$ cat src/rtl/apb_arb_pkg.sv
// Shared constants for the APB request arbiter: state encoding, default sizes, width helpers.
package apb_arb_pkg;

    localparam int unsigned DEF_NUM_REQ = 4;
    localparam int unsigned DEF_AW      = 9;
    localparam int unsigned DEF_DW      = 8;

    typedef logic [1:0] state_t;

    localparam state_t IDLE = 2'd0;
    localparam state_t BUSY = 2'd1;
    localparam state_t RESP = 2'd2;

    function automatic int unsigned idx_w(input int unsigned n);
        return (n <= 2) ? 1 : $clog2(n);
    endfunction

    // Watchdog counter is never narrower than 8 bits.
    function automatic int unsigned cnt_w(input int unsigned limit);
        return ($clog2(limit + 1) > 8) ? $clog2(limit + 1) : 8;
    endfunction

    localparam int unsigned DEF_IDX_W = idx_w(DEF_NUM_REQ);

endpackage

$ cat src/rtl/apb_rr_picker.sv
// Combinational round-robin picker: rotate requests by ptr, take lowest set bit, rotate index back.
module apb_rr_picker
    import apb_arb_pkg::*;
#(
    parameter int unsigned NUM_REQ = DEF_NUM_REQ,
    parameter int unsigned IDX_W   = DEF_IDX_W
) (
    input  logic [NUM_REQ-1:0] req,
    input  logic [IDX_W-1:0]   ptr,
    output logic [IDX_W-1:0]   grant_idx,
    output logic               any_req
);

    logic [NUM_REQ-1:0] rot;
    logic [IDX_W-1:0]   off;
    logic [IDX_W:0]     sum;

    always_comb begin
        rot = NUM_REQ'({req, req} >> ptr);
        off = '0;
        for (int i = NUM_REQ - 1; i >= 0; i--) begin
            if (rot[i]) off = IDX_W'(i);
        end
        sum       = {1'b0, off} + {1'b0, ptr};
        grant_idx = (sum >= (IDX_W+1)'(NUM_REQ)) ? IDX_W'(sum - (IDX_W+1)'(NUM_REQ)) : IDX_W'(sum);
        any_req   = |req;
    end

endmodule

$ cat src/rtl/apb_req_arbiter.sv
// Round-robin sequencer sharing one APB bridge command port among NUM_REQ requesters.
// Optional watchdog enabled by defining APB_ARB_TIMEOUT_EN.
module apb_req_arbiter
    import apb_arb_pkg::*;
#(
    parameter int unsigned NUM_REQ        = DEF_NUM_REQ,
    parameter int unsigned AW             = DEF_AW,
    parameter int unsigned DW             = DEF_DW,
    parameter int unsigned TIMEOUT_CYCLES = 16
) (
    input  logic                  pclk,
    input  logic                  preset,
    input  logic [NUM_REQ-1:0]    req_valid,
    input  logic [NUM_REQ-1:0]    req_rw,
    input  logic [NUM_REQ*AW-1:0] req_addr,
    input  logic [NUM_REQ*DW-1:0] req_wdata,
    output logic [NUM_REQ-1:0]    req_ack,
    output logic [DW-1:0]         req_rdata,
    output logic                  req_err,
    output logic                  transfer,
    output logic                  read_write,
    output logic [AW-1:0]         apb_write_paddr,
    output logic [DW-1:0]         apb_write_data,
    output logic [AW-1:0]         apb_read_paddr,
    input  logic [DW-1:0]         apb_read_data_out,
    input  logic                  bridge_done
);

    localparam int unsigned IW = idx_w(NUM_REQ);

    state_t               state, state_nxt;
    logic [IW-1:0]        ptr, ptr_nxt, win, win_nxt, pick_idx;
    logic                 pick_any;
    logic [AW-1:0]        pick_addr;
    logic [DW-1:0]        pick_wdata;
    logic                 timeout_c;

    logic                 transfer_nxt, read_write_nxt, err_nxt;
    logic [AW-1:0]        wpaddr_nxt, rpaddr_nxt;
    logic [DW-1:0]        wdata_nxt, rdata_nxt;
    logic [NUM_REQ-1:0]   ack_nxt;

    apb_rr_picker #(.NUM_REQ(NUM_REQ), .IDX_W(IW)) u_picker (
        .req       (req_valid),
        .ptr       (ptr),
        .grant_idx (pick_idx),
        .any_req   (pick_any)
    );

    assign pick_addr  = req_addr[pick_idx*AW +: AW];
    assign pick_wdata = req_wdata[pick_idx*DW +: DW];

`ifdef APB_ARB_TIMEOUT_EN
    localparam int unsigned CNT_W = cnt_w(TIMEOUT_CYCLES);
    logic [CNT_W-1:0] wd_cnt;

    // Held at zero outside BUSY, so it starts from zero on every BUSY entry.
    always_ff @(posedge pclk) begin
        if (preset || state != BUSY) wd_cnt <= '0;
        else                         wd_cnt <= wd_cnt + CNT_W'(1);
    end

    assign timeout_c = (state == BUSY) && (wd_cnt == CNT_W'(TIMEOUT_CYCLES - 1));
`else
    logic unused_timeout;
    assign unused_timeout = ^TIMEOUT_CYCLES;
    assign timeout_c      = 1'b0;
`endif

    // Next-state and next-output logic; the output registers double as command latches.
    always_comb begin
        state_nxt      = state;
        ptr_nxt        = ptr;
        win_nxt        = win;
        transfer_nxt   = transfer;
        read_write_nxt = read_write;
        wpaddr_nxt     = apb_write_paddr;
        wdata_nxt      = apb_write_data;
        rpaddr_nxt     = apb_read_paddr;
        ack_nxt        = '0;
        rdata_nxt      = '0;
        err_nxt        = 1'b0;
        case (state)
            IDLE: begin
                if (pick_any) begin
                    state_nxt      = BUSY;
                    win_nxt        = pick_idx;
                    transfer_nxt   = 1'b1;
                    read_write_nxt = req_rw[pick_idx];
                    if (req_rw[pick_idx]) begin
                        rpaddr_nxt = pick_addr;
                        wpaddr_nxt = '0;
                        wdata_nxt  = '0;
                    end else begin
                        rpaddr_nxt = '0;
                        wpaddr_nxt = pick_addr;
                        wdata_nxt  = pick_wdata;
                    end
                end
            end
            BUSY: begin
                if (bridge_done || timeout_c) begin
                    state_nxt      = RESP;
                    transfer_nxt   = 1'b0;
                    read_write_nxt = 1'b0;
                    wpaddr_nxt     = '0;
                    wdata_nxt      = '0;
                    rpaddr_nxt     = '0;
                    ack_nxt        = NUM_REQ'(1) << win;
                    rdata_nxt      = (bridge_done && read_write) ? apb_read_data_out : '0;
                    err_nxt        = !bridge_done;
                end
            end
            RESP: begin
                state_nxt = IDLE;
                ptr_nxt   = (win == IW'(NUM_REQ - 1)) ? '0 : win + IW'(1);
            end
            default: state_nxt = IDLE;
        endcase
    end

    always_ff @(posedge pclk) begin
        if (preset) begin
            state           <= IDLE;
            ptr             <= '0;
            win             <= '0;
            transfer        <= 1'b0;
            read_write      <= 1'b0;
            apb_write_paddr <= '0;
            apb_write_data  <= '0;
            apb_read_paddr  <= '0;
            req_ack         <= '0;
            req_rdata       <= '0;
            req_err         <= 1'b0;
        end else begin
            state           <= state_nxt;
            ptr             <= ptr_nxt;
            win             <= win_nxt;
            transfer        <= transfer_nxt;
            read_write      <= read_write_nxt;
            apb_write_paddr <= wpaddr_nxt;
            apb_write_data  <= wdata_nxt;
            apb_read_paddr  <= rpaddr_nxt;
            req_ack         <= ack_nxt;
            req_rdata       <= rdata_nxt;
            req_err         <= err_nxt;
        end
    end

endmodule

$ cat config.mk
export PLATFORM = sky130hd
export DESIGN_NAME = apb_req_arbiter
export DESIGN_NICKNAME = d
export VERILOG_FILES = /design/src/rtl/apb_arb_pkg.sv /design/src/rtl/apb_rr_picker.sv /design/src/rtl/apb_req_arbiter.sv
export SDC_FILE = /design/constraint.sdc
export NUM_CORES = 1
export LEC_CHECK = 0
export CORE_MARGIN = 10
export CORE_UTILIZATION = 39
export CTS_CLUSTER_DIAMETER = 200
export DETAILED_ROUTE_END_ITERATION = 16
export GPL_ROUTABILITY_DRIVEN = 0
export PLACE_DENSITY_LB_ADDON = 0.3
export SYNTH_ARGS = -nofsm -noshare
export SYNTH_HDL_FRONTEND = slang
export SYNTH_HIERARCHICAL = 1
export SYNTH_SLANG_ARGS = --single-unit
$ cat constraint.sdc
create_clock -name pclk -period 3.3 [get_ports pclk]
set_input_delay 0.495 -clock pclk [delete_from_list [all_inputs] [get_ports pclk]]
set_output_delay 0.495 -clock pclk [all_outputs]
set_load 0.005 [all_outputs]
==> reports/results.tsv <==
metric	value	unit
finish.net_count	448	
overflow	0	
maxSlewViolCount	0	
fraction_of_synthesized_cell_area_in_xor_and_xnor_cells	0.00745	
finalSetupViolations	0	
simple_gate_share_of_the_synthesized_area	0.181	
die_height	97.6	um
minimum_period_implied_by_the_final_worst_setup_slack	3030	ps
grt_antenna_before_repair	0	
cts.sinks	47	
worst_slew_pin_slew	538	ps
post-synth-top-area-fraction	0.400	
worstPathMaxFanout	18	
post_synth_edffs	0	
place.port_buffers	127	
path_delay_family	buffers and inverters	
max-vdd-ir-drop	0.193	mV
cts_tree	done	
worst_setup_slack_for_register_to_register_paths	500	ps
detailedRoute.firstIterationViolations	76	
max_cap_viols	0	
h_tree_depth	2	
clk_latency	290	ps
worst_slew_margin_rel	0.642	
power-per-cell-area	372	nW/um^2
synth_compound_gate_area_share	0.151	
vias_per_cell	5.19	
worstReg2RegEnd	apb_write_data[4]$_SDFFE_PP0P_	
critical_path.max_stage_delay	580	ps
worst_setup_path_endpoint	apb_write_data[4]$_SDFFE_PP0P_	
pin_count	128	
max_freq	330	MHz
crit-reg2reg-launch	ptr[0]$_SDFFE_PP0N_	
layoutNonFillerInstCount	435	
ys_top_cells_by_count	sky130_fd_sc_hd__dfxtp_1, sky130_fd_sc_hd__a21oi_1, sky130_fd_sc_hd__o21ai_0, sky130_fd_sc_hd__clkbuf_1, sky130_fd_sc_hd__mux4_2	
initial_utilization	0.399	
post_drt_wl_per_cell	17.3	um
worst_setup_path_startpoint	req_valid[0]	
critical_path_required_time	3520	ps
synth.mux.area_fraction	0.199	
groute.usage.overall	0.149	
grt_start_max_net_pins	35	
post_synth_inst_count	232	
stdcell_area	3810	sq um
areaGrowthSynthToFinish	62.1	%
insertedDiodeCount	0	
hold_viol	0	
min-delay-path-class	reg2reg	
dr_total_vias	2257	
netlist_top_cells_area	sky130_fd_sc_hd__dfxtp_1, sky130_fd_sc_hd__mux4_2, sky130_fd_sc_hd__a21oi_1	
numCtsBuffers	5	
kind_of_end_point_of_the_critical_path	register	
worstPathBufferInverterCount	2	
synthesis.yosys.warnings	6	
final_layout_size_suffix_gt1_frac	0.122	
timing.critical_path.from_type	primary input	
yosysSeqAreaShare	0.400	
cp.depth	12	
post_drt_antenna_nets	0	
grt_pass1_wl	11900	um
synth.lib_cells_used.distinct	35	
placedCellCount	427	
max-clock-path-buffers	2	
first_global_vias	2341	
detail_route.first_pass.iterations	4	
detailed_route_wl	7510	um
post-synth-top-count-cell	sky130_fd_sc_hd__dfxtp_1	
cts.root.buffer_cell	sky130_fd_sc_hd__clkbuf_8	
die_w	97.6	um
synth_top_flop_cell	sky130_fd_sc_hd__dfxtp_1	
met3_usage	0.0797	
share_of_synthesized_cell_area_in_full_adder_half_adder_and_majority_cells	0.0106	
post_route_fraction_of_the_period_consumed_by_the_critical_path	0.918	
core	5890	sq um
cts.repair.resized	0	
synth_top_cell_by_area	sky130_fd_sc_hd__dfxtp_1	
die-area	9530	sq um
synth.ff_latch_count	47	
use_met2	0.262	
post_synth.cell_area_avg	10.1	sq um
syn-cell-area	2350	sq um
met1_usage	0.153	
worst-r2r-cell-count	11	
critical_path_class	in2reg	
postPlaceCellArea	3720	sq um
postCtsHoldBufs	0	
timing.critical_path.arrival	3250	ps
grt_setup_unrepaired	no	
power_leakage	1.41	nW
clock_pin_slew_reported_for_the_worst_setup_and_hold_paths_after_clock_tree_synthesis	90	ps
std_cell_rows	28	
clock_skew	7.91	ps
post_cts.repair.setup_buffers	0	
hpwl	5910	um
busiest_layer	met2	
ys_async_sr_fraction	0	
critical_path.cell_chain	clkdlybuf4s50_1 > nand2_1 > nor2_1 > o21ai_0 > o211ai_1 > ha_1 > xor2_1 > xnor2_2 > buf_4 > mux4_2 > or3b_2 > a21oi_1	
finish.utilization	0.647	
synth_nets	321	
totalNegativeSetupSlack	0	ps
outcome	completed	
report.power.total	0.00142	W
remaining_drc_errors	0	
timing.critical_path.slowest_stage_cell	sky130_fd_sc_hd__clkdlybuf4s50_1	
largest_family_of_logic_cells_by_synthesized_area	multiplexers	
power by group:
group          switching [W]  internal (W)  total [W]
logic               0.000160      0.000284   0.000444
clock network       0.000192      0.000148   0.000341
registers          0.0000259      0.000605   0.000631
total               0.000378       0.00104    0.00142
registers in the layout, summed over array words and instances, names as in the netlist, 2 cells and up:
register,cells
apb_read_paddr,9
ptr,2
apb_write_paddr,9
apb_write_data,8
win,2
state,2
req_rdata,8
req_ack,4
metrics by stage:
stage,hold WS (ps),setup WS (ps)
floorplan,448,685
global placement,457,49.9
detailed placement,468,19.4
CTS,481,266
global route,508,84.3
finish,480,269
placed cells by master (no fill, tap or decap), types with 2 or more instances in the layout:
master | Yosys | routed
sky130_fd_sc_hd__clkdlybuf4s50_1 | 0 | 127
sky130_fd_sc_hd__dfxtp_1 | 47 | 47
sky130_fd_sc_hd__a21oi_1 | 33 | 33
sky130_fd_sc_hd__o21ai_0 | 29 | 29
sky130_fd_sc_hd__buf_4 | 2 | 14
sky130_fd_sc_hd__mux4_2 | 12 | 12
sky130_fd_sc_hd__nand2_1 | 10 | 10
sky130_fd_sc_hd__or3b_1 | 10 | 10
sky130_fd_sc_hd__and3_1 | 9 | 9
sky130_fd_sc_hd__nand3_1 | 9 | 9
sky130_fd_sc_hd__or3b_2 | 8 | 8
sky130_fd_sc_hd__nor2_1 | 6 | 6
sky130_fd_sc_hd__mux4_1 | 6 | 6
sky130_fd_sc_hd__clkbuf_8 | 0 | 5
sky130_fd_sc_hd__nor3b_1 | 4 | 4
sky130_fd_sc_hd__nand2b_1 | 3 | 3
sky130_fd_sc_hd__mux2i_1 | 4 | 3
sky130_fd_sc_hd__nor3_1 | 3 | 3
sky130_fd_sc_hd__inv_1 | 2 | 2
sky130_fd_sc_hd__or3_1 | 2 | 2
sky130_fd_sc_hd__ha_1 | 2 | 2
routing by layer:
metal / up-vias / wire length (um)
li1: 1115 / -
met4: 0 / 61
met1: 1050 / 2940
met2: 88 / 3720
met5: - / 0
met3: 4 / 795
worst min path at each step:
stage / slack [ps] / end / cells after the start / startpoint
6_report: 480 / apb_write_paddr[6]$_SDFFE_PP0P_ / 2 / apb_write_paddr[6]$_SDFFE_PP0P_
3_3_place_gp: 460 / apb_read_paddr[3]$_SDFFE_PP0P_ / 2 / apb_read_paddr[3]$_SDFFE_PP0P_
4_1_cts: 480 / apb_write_paddr[4]$_SDFFE_PP0P_ / 2 / apb_write_paddr[4]$_SDFFE_PP0P_
3_5_place_dp: 470 / apb_write_paddr[4]$_SDFFE_PP0P_ / 2 / apb_write_paddr[4]$_SDFFE_PP0P_
5_1_grt: 510 / apb_write_paddr[4]$_SDFFE_PP0P_ / 2 / apb_write_paddr[4]$_SDFFE_PP0P_
2_1_floorplan: 450 / req_ack[1]$_SDFF_PP0_ / 1 / win[1]$_SDFFE_PP0P_
logic make-up after synthesis:
kind of cell               after synthesis
muxes                                   22
AOI/OAI and AO/OA                       67
adders and majority gates                2
buffers and inverters                   23
and+or+nand+nor                         68
DFF                                     47
xor gates and xnor gates                 2
other                                    1
worst min-delay path, delay by kind of cell (launching register included):
kind	cells	cell delay [ps]
flip-flops	1	320
AO/OA/AOI/OAI	2	120
cell type report:
type / count / area [sq um]
Tap cell: 75 / 93.8
Timing Repair Buffer: 141 / 1380
Clock inverter: 2 / 12.5
Sequential cell: 47 / 941
Inverter: 2 / 7.51
Multi-Input combinational cell: 162 / 1310
Fill cell: 510 / 2080
Clock buffer: 6 / 72.6
No activity file was read; power rests on OpenSTA's default activity.
